### src/rtl/apb_pkg.sv
// Shared types and sizing helpers for the multi-slave APB requester bridge.
package apb_pkg;

    typedef enum logic [1:0] {
        IDLE   = 2'd0,
        SETUP  = 2'd1,
        ACCESS = 2'd2,
        DERR   = 2'd3
    } apb_state_e;

    // Number of top address bits used to pick a slave; zero for a single slave.
    function automatic int unsigned sel_w(input int unsigned num_slaves);
        return (num_slaves <= 1) ? 0 : $clog2(num_slaves);
    endfunction

    // Slave index register width, never narrower than one bit.
    function automatic int unsigned idx_w(input int unsigned num_slaves);
        return (sel_w(num_slaves) == 0) ? 1 : sel_w(num_slaves);
    endfunction

    // Wait-state counter width, able to hold the value TIMEOUT.
    function automatic int unsigned cnt_w(input int unsigned timeout);
        return (timeout == 0) ? 1 : $clog2(timeout + 1);
    endfunction

endpackage

### src/rtl/apb_addr_decoder.sv
// Combinational slave decode: top address bits select one slave, indices past
// the last slave are reported as a miss with no select asserted.
module apb_addr_decoder
    import apb_pkg::*;
#(
    parameter int unsigned ADDR_W     = 8,
    parameter int unsigned NUM_SLAVES = 4,
    localparam int unsigned IDX_W     = idx_w(NUM_SLAVES)
) (
    input  logic [ADDR_W-1:0]     addr,
    output logic [NUM_SLAVES-1:0] sel_c,
    output logic [IDX_W-1:0]      idx_c,
    output logic                  miss_c
);

    localparam int unsigned SEL_W = sel_w(NUM_SLAVES);

    // Low address bits belong to the slave's own register map.
    logic unused_addr;
    assign unused_addr = ^addr;

    generate
        if (SEL_W == 0) begin : g_single
            assign idx_c  = '0;
            assign miss_c = 1'b0;
            assign sel_c  = '1;
        end else begin : g_multi
            logic [SEL_W-1:0] field;
            assign field  = addr[ADDR_W-1 -: SEL_W];
            assign idx_c  = IDX_W'(field);
            assign miss_c = (32'(field) >= 32'(NUM_SLAVES));
            assign sel_c  = miss_c ? '0 : (NUM_SLAVES'(1) << field);
        end
    endgenerate

endmodule

### src/rtl/apb_multi_slave_bridge.sv
// APB requester bridge: one command at a time from a valid/ready port, decoded
// to one of NUM_SLAVES slaves, with decode-miss, slave-error and timeout reporting.
module apb_multi_slave_bridge
    import apb_pkg::*;
#(
    parameter int unsigned ADDR_W     = 8,
    parameter int unsigned DATA_W     = 8,
    parameter int unsigned NUM_SLAVES = 4,
    parameter int unsigned TIMEOUT    = 16
) (
    input  logic                         PCLK,
    input  logic                         PRESET,
    input  logic                         req_valid,
    output logic                         req_ready,
    input  logic                         req_write,
    input  logic [ADDR_W-1:0]            req_addr,
    input  logic [DATA_W-1:0]            req_wdata,
    output logic                         rsp_valid,
    output logic [DATA_W-1:0]            rsp_rdata,
    output logic                         rsp_err,
    output logic [ADDR_W-1:0]            PADDR,
    output logic [DATA_W-1:0]            PWDATA,
    output logic                         PWRITE,
    output logic [NUM_SLAVES-1:0]        PSEL,
    output logic                         PENABLE,
    input  logic [NUM_SLAVES*DATA_W-1:0] PRDATA,
    input  logic [NUM_SLAVES-1:0]        PREADY,
    input  logic [NUM_SLAVES-1:0]        PSLVERR
);

    localparam int unsigned IDX_W   = idx_w(NUM_SLAVES);
    localparam int unsigned CNT_W   = cnt_w(TIMEOUT);
    localparam int unsigned CNT_MAX = (TIMEOUT == 0) ? 0 : TIMEOUT - 1;

    apb_state_e state_q, state_d;

    logic [IDX_W-1:0]      idx_q, idx_d;
    logic [CNT_W-1:0]      cnt_q, cnt_d;
    logic [ADDR_W-1:0]     paddr_d;
    logic [DATA_W-1:0]     pwdata_d;
    logic                  pwrite_d;
    logic [NUM_SLAVES-1:0] psel_d;
    logic                  penable_d;
    logic                  rsp_valid_d;
    logic [DATA_W-1:0]     rsp_rdata_d;
    logic                  rsp_err_d;

    logic [NUM_SLAVES-1:0] dec_sel;
    logic [IDX_W-1:0]      dec_idx;
    logic                  dec_miss;

    logic                  pready_sel;
    logic                  pslverr_sel;
    logic [DATA_W-1:0]     prdata_sel;

    apb_addr_decoder #(
        .ADDR_W     (ADDR_W),
        .NUM_SLAVES (NUM_SLAVES)
    ) u_dec (
        .addr   (req_addr),
        .sel_c  (dec_sel),
        .idx_c  (dec_idx),
        .miss_c (dec_miss)
    );

    assign req_ready = (state_q == IDLE) && !PRESET;

    // Only the latched slave's return signals are ever looked at.
    always_comb begin
        pready_sel  = 1'b0;
        pslverr_sel = 1'b0;
        prdata_sel  = '0;
        for (int unsigned i = 0; i < NUM_SLAVES; i++) begin
            if (idx_q == IDX_W'(i)) begin
                pready_sel  = PREADY[i];
                pslverr_sel = PSLVERR[i];
                prdata_sel  = PRDATA[i*DATA_W +: DATA_W];
            end
        end
    end

    always_comb begin
        state_d     = state_q;
        idx_d       = idx_q;
        cnt_d       = cnt_q;
        paddr_d     = PADDR;
        pwdata_d    = PWDATA;
        pwrite_d    = PWRITE;
        psel_d      = PSEL;
        penable_d   = PENABLE;
        rsp_valid_d = 1'b0;
        rsp_rdata_d = rsp_rdata;
        rsp_err_d   = rsp_err;

        unique case (state_q)
            IDLE: begin
                if (req_valid) begin
                    paddr_d  = req_addr;
                    pwdata_d = req_wdata;
                    pwrite_d = req_write;
                    idx_d    = dec_idx;
                    if (dec_miss) begin
                        state_d = DERR;
                        psel_d  = '0;
                    end else begin
                        state_d = SETUP;
                        psel_d  = dec_sel;
                    end
                end
            end
            SETUP: begin
                state_d   = ACCESS;
                penable_d = 1'b1;
            end
            ACCESS: begin
                if (pready_sel) begin
                    state_d     = IDLE;
                    psel_d      = '0;
                    penable_d   = 1'b0;
                    cnt_d       = '0;
                    rsp_valid_d = 1'b1;
                    rsp_rdata_d = PWRITE ? '0 : prdata_sel;
                    rsp_err_d   = pslverr_sel;
                end else if ((TIMEOUT != 0) && (cnt_q == CNT_W'(CNT_MAX))) begin
                    // Slave stalled too long: abandon the transfer and report it.
                    state_d     = IDLE;
                    psel_d      = '0;
                    penable_d   = 1'b0;
                    cnt_d       = '0;
                    rsp_valid_d = 1'b1;
                    rsp_rdata_d = '0;
                    rsp_err_d   = 1'b1;
                end else if (TIMEOUT != 0) begin
                    cnt_d = cnt_q + CNT_W'(1);
                end
            end
            DERR: begin
                state_d     = IDLE;
                rsp_valid_d = 1'b1;
                rsp_rdata_d = '0;
                rsp_err_d   = 1'b1;
            end
            default: begin
                state_d = IDLE;
            end
        endcase
    end

    always_ff @(posedge PCLK) begin
        if (PRESET) begin
            state_q   <= IDLE;
            idx_q     <= '0;
            cnt_q     <= '0;
            PADDR     <= '0;
            PWDATA    <= '0;
            PWRITE    <= 1'b0;
            PSEL      <= '0;
            PENABLE   <= 1'b0;
            rsp_valid <= 1'b0;
            rsp_rdata <= '0;
            rsp_err   <= 1'b0;
        end else begin
            state_q   <= state_d;
            idx_q     <= idx_d;
            cnt_q     <= cnt_d;
            PADDR     <= paddr_d;
            PWDATA    <= pwdata_d;
            PWRITE    <= pwrite_d;
            PSEL      <= psel_d;
            PENABLE   <= penable_d;
            rsp_valid <= rsp_valid_d;
            rsp_rdata <= rsp_rdata_d;
            rsp_err   <= rsp_err_d;
        end
    end

endmodule

### config.mk
export PLATFORM = sky130hd
export DESIGN_NAME = apb_multi_slave_bridge
export DESIGN_NICKNAME = d
export VERILOG_FILES = /design/src/rtl/apb_pkg.sv /design/src/rtl/apb_addr_decoder.sv /design/src/rtl/apb_multi_slave_bridge.sv
export SDC_FILE = /design/constraint.sdc
export NUM_CORES = 1
export LEC_CHECK = 0
export CAP_MARGIN = 10
export CORE_MARGIN = 2
export CORE_UTILIZATION = 39
export CTS_CLUSTER_DIAMETER = 60
export DETAILED_ROUTE_END_ITERATION = 10
export PLACE_DENSITY = 0.91
export SLEW_MARGIN = 25
export SYNTH_ARGS = -nofsm -noshare
export SYNTH_HDL_FRONTEND = slang
export SYNTH_SLANG_ARGS = --single-unit
### constraint.sdc
create_clock -name PCLK -period 2 [get_ports PCLK]
set_input_delay 0.4 -clock PCLK [delete_from_list [all_inputs] [get_ports PCLK]]
set_output_delay 0.4 -clock PCLK [all_outputs]
set_load 0.05 [all_outputs]
==> summary by stage, run 1 <==
Synth
The sequential share of the synthesized area is 45.15%. The number of unique standard cell types used by synthesis is 35. In the synthesized netlist the async set-or-reset flop fraction comes to 0%.

The cell area after synthesis is 0.001729 mm². sky130_fd_sc_hd__dfxtp_1 is the most common cell in the netlist. The post-synthesis sequential element count is 39. Yosys printed 0 warnings. In the synthesized netlist the dominant register cell turns out to be sky130_fd_sc_hd__dfxtp_1. sky130_fd_sc_hd__dfxtp_1 takes more of the synthesized area than any other cell. In the post-synthesis netlist, the biggest area contributors are sky130_fd_sc_hd__dfxtp_1, sky130_fd_sc_hd__mux4_2, sky130_fd_sc_hd__nand2_1, sky130_fd_sc_hd__a21oi_1, sky130_fd_sc_hd__a22o_1. The synthesized area per cell is 9.769 µm². Counting flops with a built-in enable in the synthesized netlist gives 0. Counting every net in the synthesized netlist gives 238. The proportion of netlist area held by the largest area contributor is 45.15%. The synthesized instance count is 177. After synthesis, the most frequently instantiated cells are sky130_fd_sc_hd__dfxtp_1, sky130_fd_sc_hd__nand2_1, sky130_fd_sc_hd__a21oi_1.

Worst setup path
The reg-to-reg setup timing slack is 0.23 ns. The endpoint of the lowest-slack register-to-register path is cnt_q[3]. The maximum net fanout on the critical path is 3. The start-to-end type of the worst setup path is reg -> out.

The worst register-to-register path begins at PADDR[6]. The critical path arrival is 1.54 ns. The number of buffers and inverters on the critical path is 1. The category of cells accounting for the largest share of critical-path delay is buffers and inverters. The highest cell delay on the worst timing path is 0.85 ns.

At the worst endpoint, the required time is 1.60 ns. The critical path launch point type is a register. The element type at the critical path end is a primary output.

The signal on the critical path passes through clkdlybuf4s50_1. The number of cells on the worst reg-to-reg path is 4. The highest-delay cell along the critical path is sky130_fd_sc_hd__clkdlybuf4s50_1.

Timing
For the pin with the worst max-slew slack, the measured transition is 0.7115 ns. The total count of max-transition violations in the final report was 0. On the final layout, the worst clock skew is 0.005328 ns. The maximum clock frequency is 514.7 MHz. The final hold violation count is 0. Setup violations remaining at the end of the flow were counted as 0.

Setup repair after global routing left no endpoint under its margin. The clock period could shrink to 1.943 ns. The worst-case hold slack is 0.4547 ns. Headroom to the max-slew limit came out at 51.89%. In the finished design, the share of the clock period the worst path needs comes to 97.15%.

Hold path
The path type of the worst min-delay path is reg -> reg. The worst hold path begins at PWDATA[3]. The number of cells traversed by the worst hold path is 2. For hold timing, the worst endpoint is PWDATA[3].

Power and ir drop
Net switching is 29.08% of the power. The clock network accounts for 28.1% of the total power. Internal power comes to 1.348 mW. The standby leakage power is 1.059 nW. Power spread over the standard cell area amounts to 662.2 mW/mm².

Summed over all nets, the switching power comes to 0.5529 mW. The peak ir drop on the vdd network is 0.5819 mV. The register share of total power is 44.0%. The combinational power share is 27.9%.

CTS
In this run the number of H-tree levels came out at 2. The clock sink count is 39. The insertion delay of the later-clocked pin in the worst-skew pair is 0.30 ns. The post-CTS setup buffer count is 0. No sink is reached through more buffers than the 2 on the longest clock path. In this run the clock root is driven by a sky130_fd_sc_hd__clkbuf_8. The CTS tree is yes. The clock-pin slew on the worst setup and hold paths is 0.07 ns.

The number of clock buffers added by TritonCTS is 5.

Route
Summed over all layers, the routed wires come to 4.930 mm. The vias per cell is 5.287. The first detailed-routing pass took 4 iterations. Dividing the detail-routed wire length by the instance count gives 15.08 µm. For this block, the initial DRC count from the detailed router was 60.

In this run the remaining antenna-violating nets after routing total 0. For this run, design rule violations remaining after detail routing come to 0. For this block, the via count after detailed routing is 1,729.

Place
In this run the cell area measured after placement is 0.002770 mm². The total instance count after detailed placement is 320. The post-detailed-placement half-perimeter wirelength is 3.966 mm. Buffers placed on the I/O ports in this run total 92. The placer congestion estimate is 0.7952.

Job
Across the run, the number of max-cap violations was 0.

Layout
The post-route netlist has 14.55% of its cells at a drive strength greater than 1. The number of filler instances in the final layout is 352. After routing the design area is 0.002872 mm².

The number of diodes is 0. The final cell count without fillers is 327. The number of nets in the final layout is 336.

At the end of the flow the core is filled with cells to 66.41%. The post-synthesis to final-layout area growth is 66.06%.

Floorplanning
The floorplan step set the die height to 70.59 µm. For this design the top-level I/O count stands at 93. In this run the core area contains 24 standard-cell rows. The starting density of the core is 39.99%. The floorplan step defined a core boundary enclosing 0.004324 mm². The floorplan step set the die width to 70.59 µm. The floorplan step defined a die boundary enclosing 0.004982 mm².

Global routing
The initial antenna violation count is 0. For this run, the total global-route usage over all layers was measured as 20.85%. The global route total overflow is 0. Entering global routing, the biggest net connects 31 pins. The global-route wire length before repair is 8.155 mm. The number of global-route vias before repair was 1,749.

Outcome
The run finished with clean final reports.
## cells in the final DEF (no fill, tap or decap), drive strengths merged, types with 2 or more instances in the layout
master          n
nand2          38
nor2            2
buf            16
nand2b          2
o21ai           2
a211oi          2
a22o            8
clkdlybuf4s50  89
a21oi          23
nand3           4
mux4           10
a31oi           2
nor3b           2
clkbuf          6
nor2b           2
nor4b           2
nor4bb          2
inv             4
dfxtp          39
a32oi           2
or4b            4
## cells by family (layout without fill, tap and decap cells)
kind of cell,after synthesis,in the layout,synth area share [%]
multiplexers,10,10,13.02
AO/OA/AOI/OAI,44,44,16.72
AND/OR/NAND/NOR,65,65,19.97
flip-flops,39,39,45.15
buffers and inverters,18,116,4.413
adder cells (fa/ha/maj),1,1,0.7235
## metal layers
layer	GRT usage, %	vias to the layer above	routed length, µm
met5	0	-	0
met4	7.966	0	93
met3	6.695	8	422
met2	37.42	67	2588
met1	22.98	811	1826
li1	-	843	-
## sequential cells by signal, summed over array words and instances, names as in the netlist
register   count
PADDR          8
PWDATA         8
rsp_rdata      8
cnt_q          5
PSEL           4
state_q        2
PENABLE        1
PWRITE         1
rsp_err        1
rsp_valid      1
## power groups by stage
stage          clock (mW)  combinational [mW]  sequential, mW
2_1_floorplan           0               0.161           0.972
3_3_place_gp            0               0.521           0.852
3_5_place_dp            0               0.531           0.854
4_1_cts             0.548               0.534           0.836
5_1_grt             0.585               0.567           0.841
6_report            0.534               0.531           0.836
## stage by stage
step | power (mW) | TNS (ns) | setup WS, ns
6_report | 1.901 | 0 | 0.05699
5_1_grt | 1.993 | 0 | 0.008647
3_5_place_dp | 1.385 | -4.336 | -0.4570
3_3_place_gp | 1.373 | -3.272 | -0.3487
2_1_floorplan | 1.133 | 0 | 0.08248
4_1_cts | 1.918 | 0 | 0.03167
## layout make-up
cell class | instances | area (µm²) | share of cell area (%)
Clock buffer | 6 | 82.58 | 2.876
Timing Repair Buffer | 105 | 1036 | 36.08
Clock inverter | 1 | 5.005 | 0.1743
Sequential cell | 39 | 782.0 | 27.23
Inverter | 4 | 15.01 | 0.5229
Multi-Input combinational cell | 120 | 885.9 | 30.85
Tap cell | 52 | 65.06 | 2.266
## repair_timing
item / 4_1_cts / 5_1_grt
setup endpoints to repair: 9 / 1
gates resized for setup: 2 / 1
hold buffers: 0 / 0
pin swaps: 0 / 0
## worst max-delay path by stage
stage	from	to	slack (ns)	cells after the start
after CTS	PRESET	req_ready	0.03	5
after floorplan	PADDR[6]	PSEL[0]	0.08	4
after detailed placement	PRESET	rsp_rdata[0]	-0.46	4
after global placement	PRESET	rsp_rdata[2]	-0.35	4
final	PWRITE	PWRITE	0.06	1
after global routing	PREADY[2]	cnt_q[3]	0.009	5
Note: power is estimated with default switching activity, not from simulation.
==> run 2, diff against run 1 <==
CORE_UTILIZATION = 42   (was 39)
GPL_TIMING_DRIVEN = 1   (was not set)
PLACE_DENSITY = 0.95   (was 0.91)
clock period = 2.3 ns   (was 2 ns; I/O delays follow)
==> summary by stage, run 2 (synthesis results as in run 1) <==
Timing
For this run, the top clock speed supported by timing is 468.9 MHz. The final critical delay including setup and external delays is 2.133 ns. Setup repair after global routing left no endpoint under its margin. Of the available clock period, the critical path in the final layout requires 92.73%. Headroom to the max-slew limit came out at 44.09%.

The final hold violation count is 0. The total count of max-transition violations in the final report is 0. The clock skew is 0.006105 ns. Once routing completed, OpenROAD measured the worst setup slack at 0.1673 ns. Adding up every negative setup slack in the final design gives 0 ns.

The transition time at the pin with the least slew margin is 0.8268 ns. Setup violations remaining at the end of the flow were counted as 0.

Layout
The leading cell type in the layout, fill and taps excluded is sky130_fd_sc_hd__clkdlybuf4s50_1. In the final layout, the registers with the most flip-flops are PADDR x8, PWDATA x8, rsp_rdata x8. Leaving out fill and tap cells, the most frequent cells in the layout are sky130_fd_sc_hd__clkdlybuf4s50_1, sky130_fd_sc_hd__dfxtp_1, sky130_fd_sc_hd__nand2_1.

The final cell count without fillers is 324. The number of nets in the final layout is 334. Cells with a size suffix above 1 make up 12.77% of the layout. The final cell area excluding filler cells is 0.002833 mm².

The number of diodes is 0. The post-synthesis to final-layout area growth is 63.82%.

Route
The iteration-0 DRC count of the detailed router is 71. The final routed wirelength across all metal layers is 5.439 mm. The remaining routing DRC violations is 0. The final routed wire length divided by cell count is 16.79 µm. The first detailed-routing pass took 4 iterations. The detail route stage leaves a number of antenna-violating nets equal to 0. After detailed routing, the number of vias per cell comes to 5.389. The via count is 1,746.

Floorplanning
The die is 68.17 µm wide. The count of boundary I/O pins is 93. The die span in y is 68.17 µm. In this run the standard cell core region covers 0.003971 mm². Row generation in the floorplan step produced 23 rows.

The die covers 0.004646 mm². For this configuration, the core starts out at a cell density of 43.54%.

Power and ir drop
The overall power after layout is 1.647 mW. The standby leakage power is 1.037 nW. The peak ir drop on the vdd network is 0.5253 mV. Power spread over the standard cell area amounts to 581.5 mW/mm².

CTS
The number of H-tree levels is 2. The clock passes through at most 2 buffers. The cell sitting at the root of the clock tree is a sky130_fd_sc_hd__clkbuf_8.

The later pin in the worst-skew pair is clocked with a latency of 0.30 ns. Clock-pin slew was measured on the worst setup and hold paths at 0.08 ns. The CTS tree is yes. The clock sink count is 39. The post-CTS setup buffer count is 0. The clock buffer count from CTS is 5.

Worst setup path
The highest cell delay on the worst timing path is 0.43 ns. The worst setup path is captured at a primary output. STA puts the critical path data required time at 1.84 ns. The highest-delay cell along the critical path is sky130_fd_sc_hd__clkdlybuf4s50_1. The critical path launch point type is an input port. The critical path goes through clkdlybuf4s50_1 > or2_2 > buf_4 > nor2_1 > buf_12. The maximum net fanout on the critical path is 2. The number of buffers and inverters on the critical path is 3.

Grouping stages by cell kind, the critical path spends the most delay in buffers and inverters. The critical path arrival is 1.67 ns. The critical path is of the in -> out type.

Hold path
The path class of the tightest hold or removal check is reg -> reg.

Global routing
The initial antenna violation count came to 0. The global-route wire length before repair is 8.211 mm. The number of global-route vias before repair was 1,754. Global routing used 24.32% of the available tracks. The total overflow left after global routing is 0. Entering global routing, the biggest net connects 31 pins.

Place
The total instance count after detailed placement is 316. Buffers placed on the I/O ports in this run total 92. In this run the cell area measured after placement is 0.002741 mm².

The post-detailed-placement half-perimeter wirelength is 4.135 mm. The worst setup slack after placement is -0.3138 ns. The placer congestion estimate is 0.7635.

Outcome
The flow ran to the end, and the final reports show no timing, DRC or antenna violations.

Job
Across the run, the number of max-cap violations was 0.
-- run 2: worst paths after layout --
path / from / endpoint / slack, ns / depth (start not counted)
min: PADDR[0] / PADDR[0] / 0.46 / 2
max: PRESET / req_ready / 0.17 / 5
min reg2reg: PADDR[0] / PADDR[0] / 0.46 / 2
max reg2reg: PADDR[7] / rsp_rdata[2] / 0.44 / 3
-- run 2: final cells by class --
cell class / instances / area, µm²
fill: 296 / 1139
timing repair buffer: 103 / 1011
multi-input combinational: 120 / 878.3
sequential: 39 / 780.7
clock buffer: 6 / 72.57
tap: 50 / 62.56
inverter: 4 / 15.01
clock inverter: 2 / 12.51
-- run 2: routing by layer --
| layer | share of wire (%) | track usage, % | vias up |
|---|---|---|---|
| met4 | 3.2 | 12.50 | 0 |
| met2 | 54 | 41.63 | 50 |
| li1 | - | - | 834 |
| met3 | 3.9 | 6.414 | 15 |
| met1 | 39 | 27.73 | 847 |
| met5 | 0 | 0 | - |
-- run 2: per-stage QoR --
stage | hold slack (ns) | util, %
2_1_floorplan | 0.4408 | -
3_3_place_gp | 0.4411 | 69.03
3_5_place_dp | 0.4469 | 69.03
4_1_cts | 0.4561 | 71.33
5_1_grt | 0.4805 | 71.33
6_report | 0.4557 | 71.33
-- run 2: timing repair --
action                                 in CTS  in global routing
endpoints found under the hold margin       0                  0
setup endpoints to repair                   1                  0
hold buffers                                0                  0
gates resized for setup                     1                  0
-- run 2: worst register-to-register path, cell delays in order (launching register included) --
cell,delay [ns]
sky130_fd_sc_hd__dfxtp_1,0.48
sky130_fd_sc_hd__mux4_2,0.28
sky130_fd_sc_hd__nor4bb_2,0.75
sky130_fd_sc_hd__a22o_1,0.29
-- run 2: report_power, final --
| group | switching (mW) | internal, mW |
|---|---|---|
| Sequential | 0.0234 | 0.708 |
| Combinational | 0.235 | 0.224 |
| Clock | 0.244 | 0.212 |
| Total | 0.503 | 1.14 |
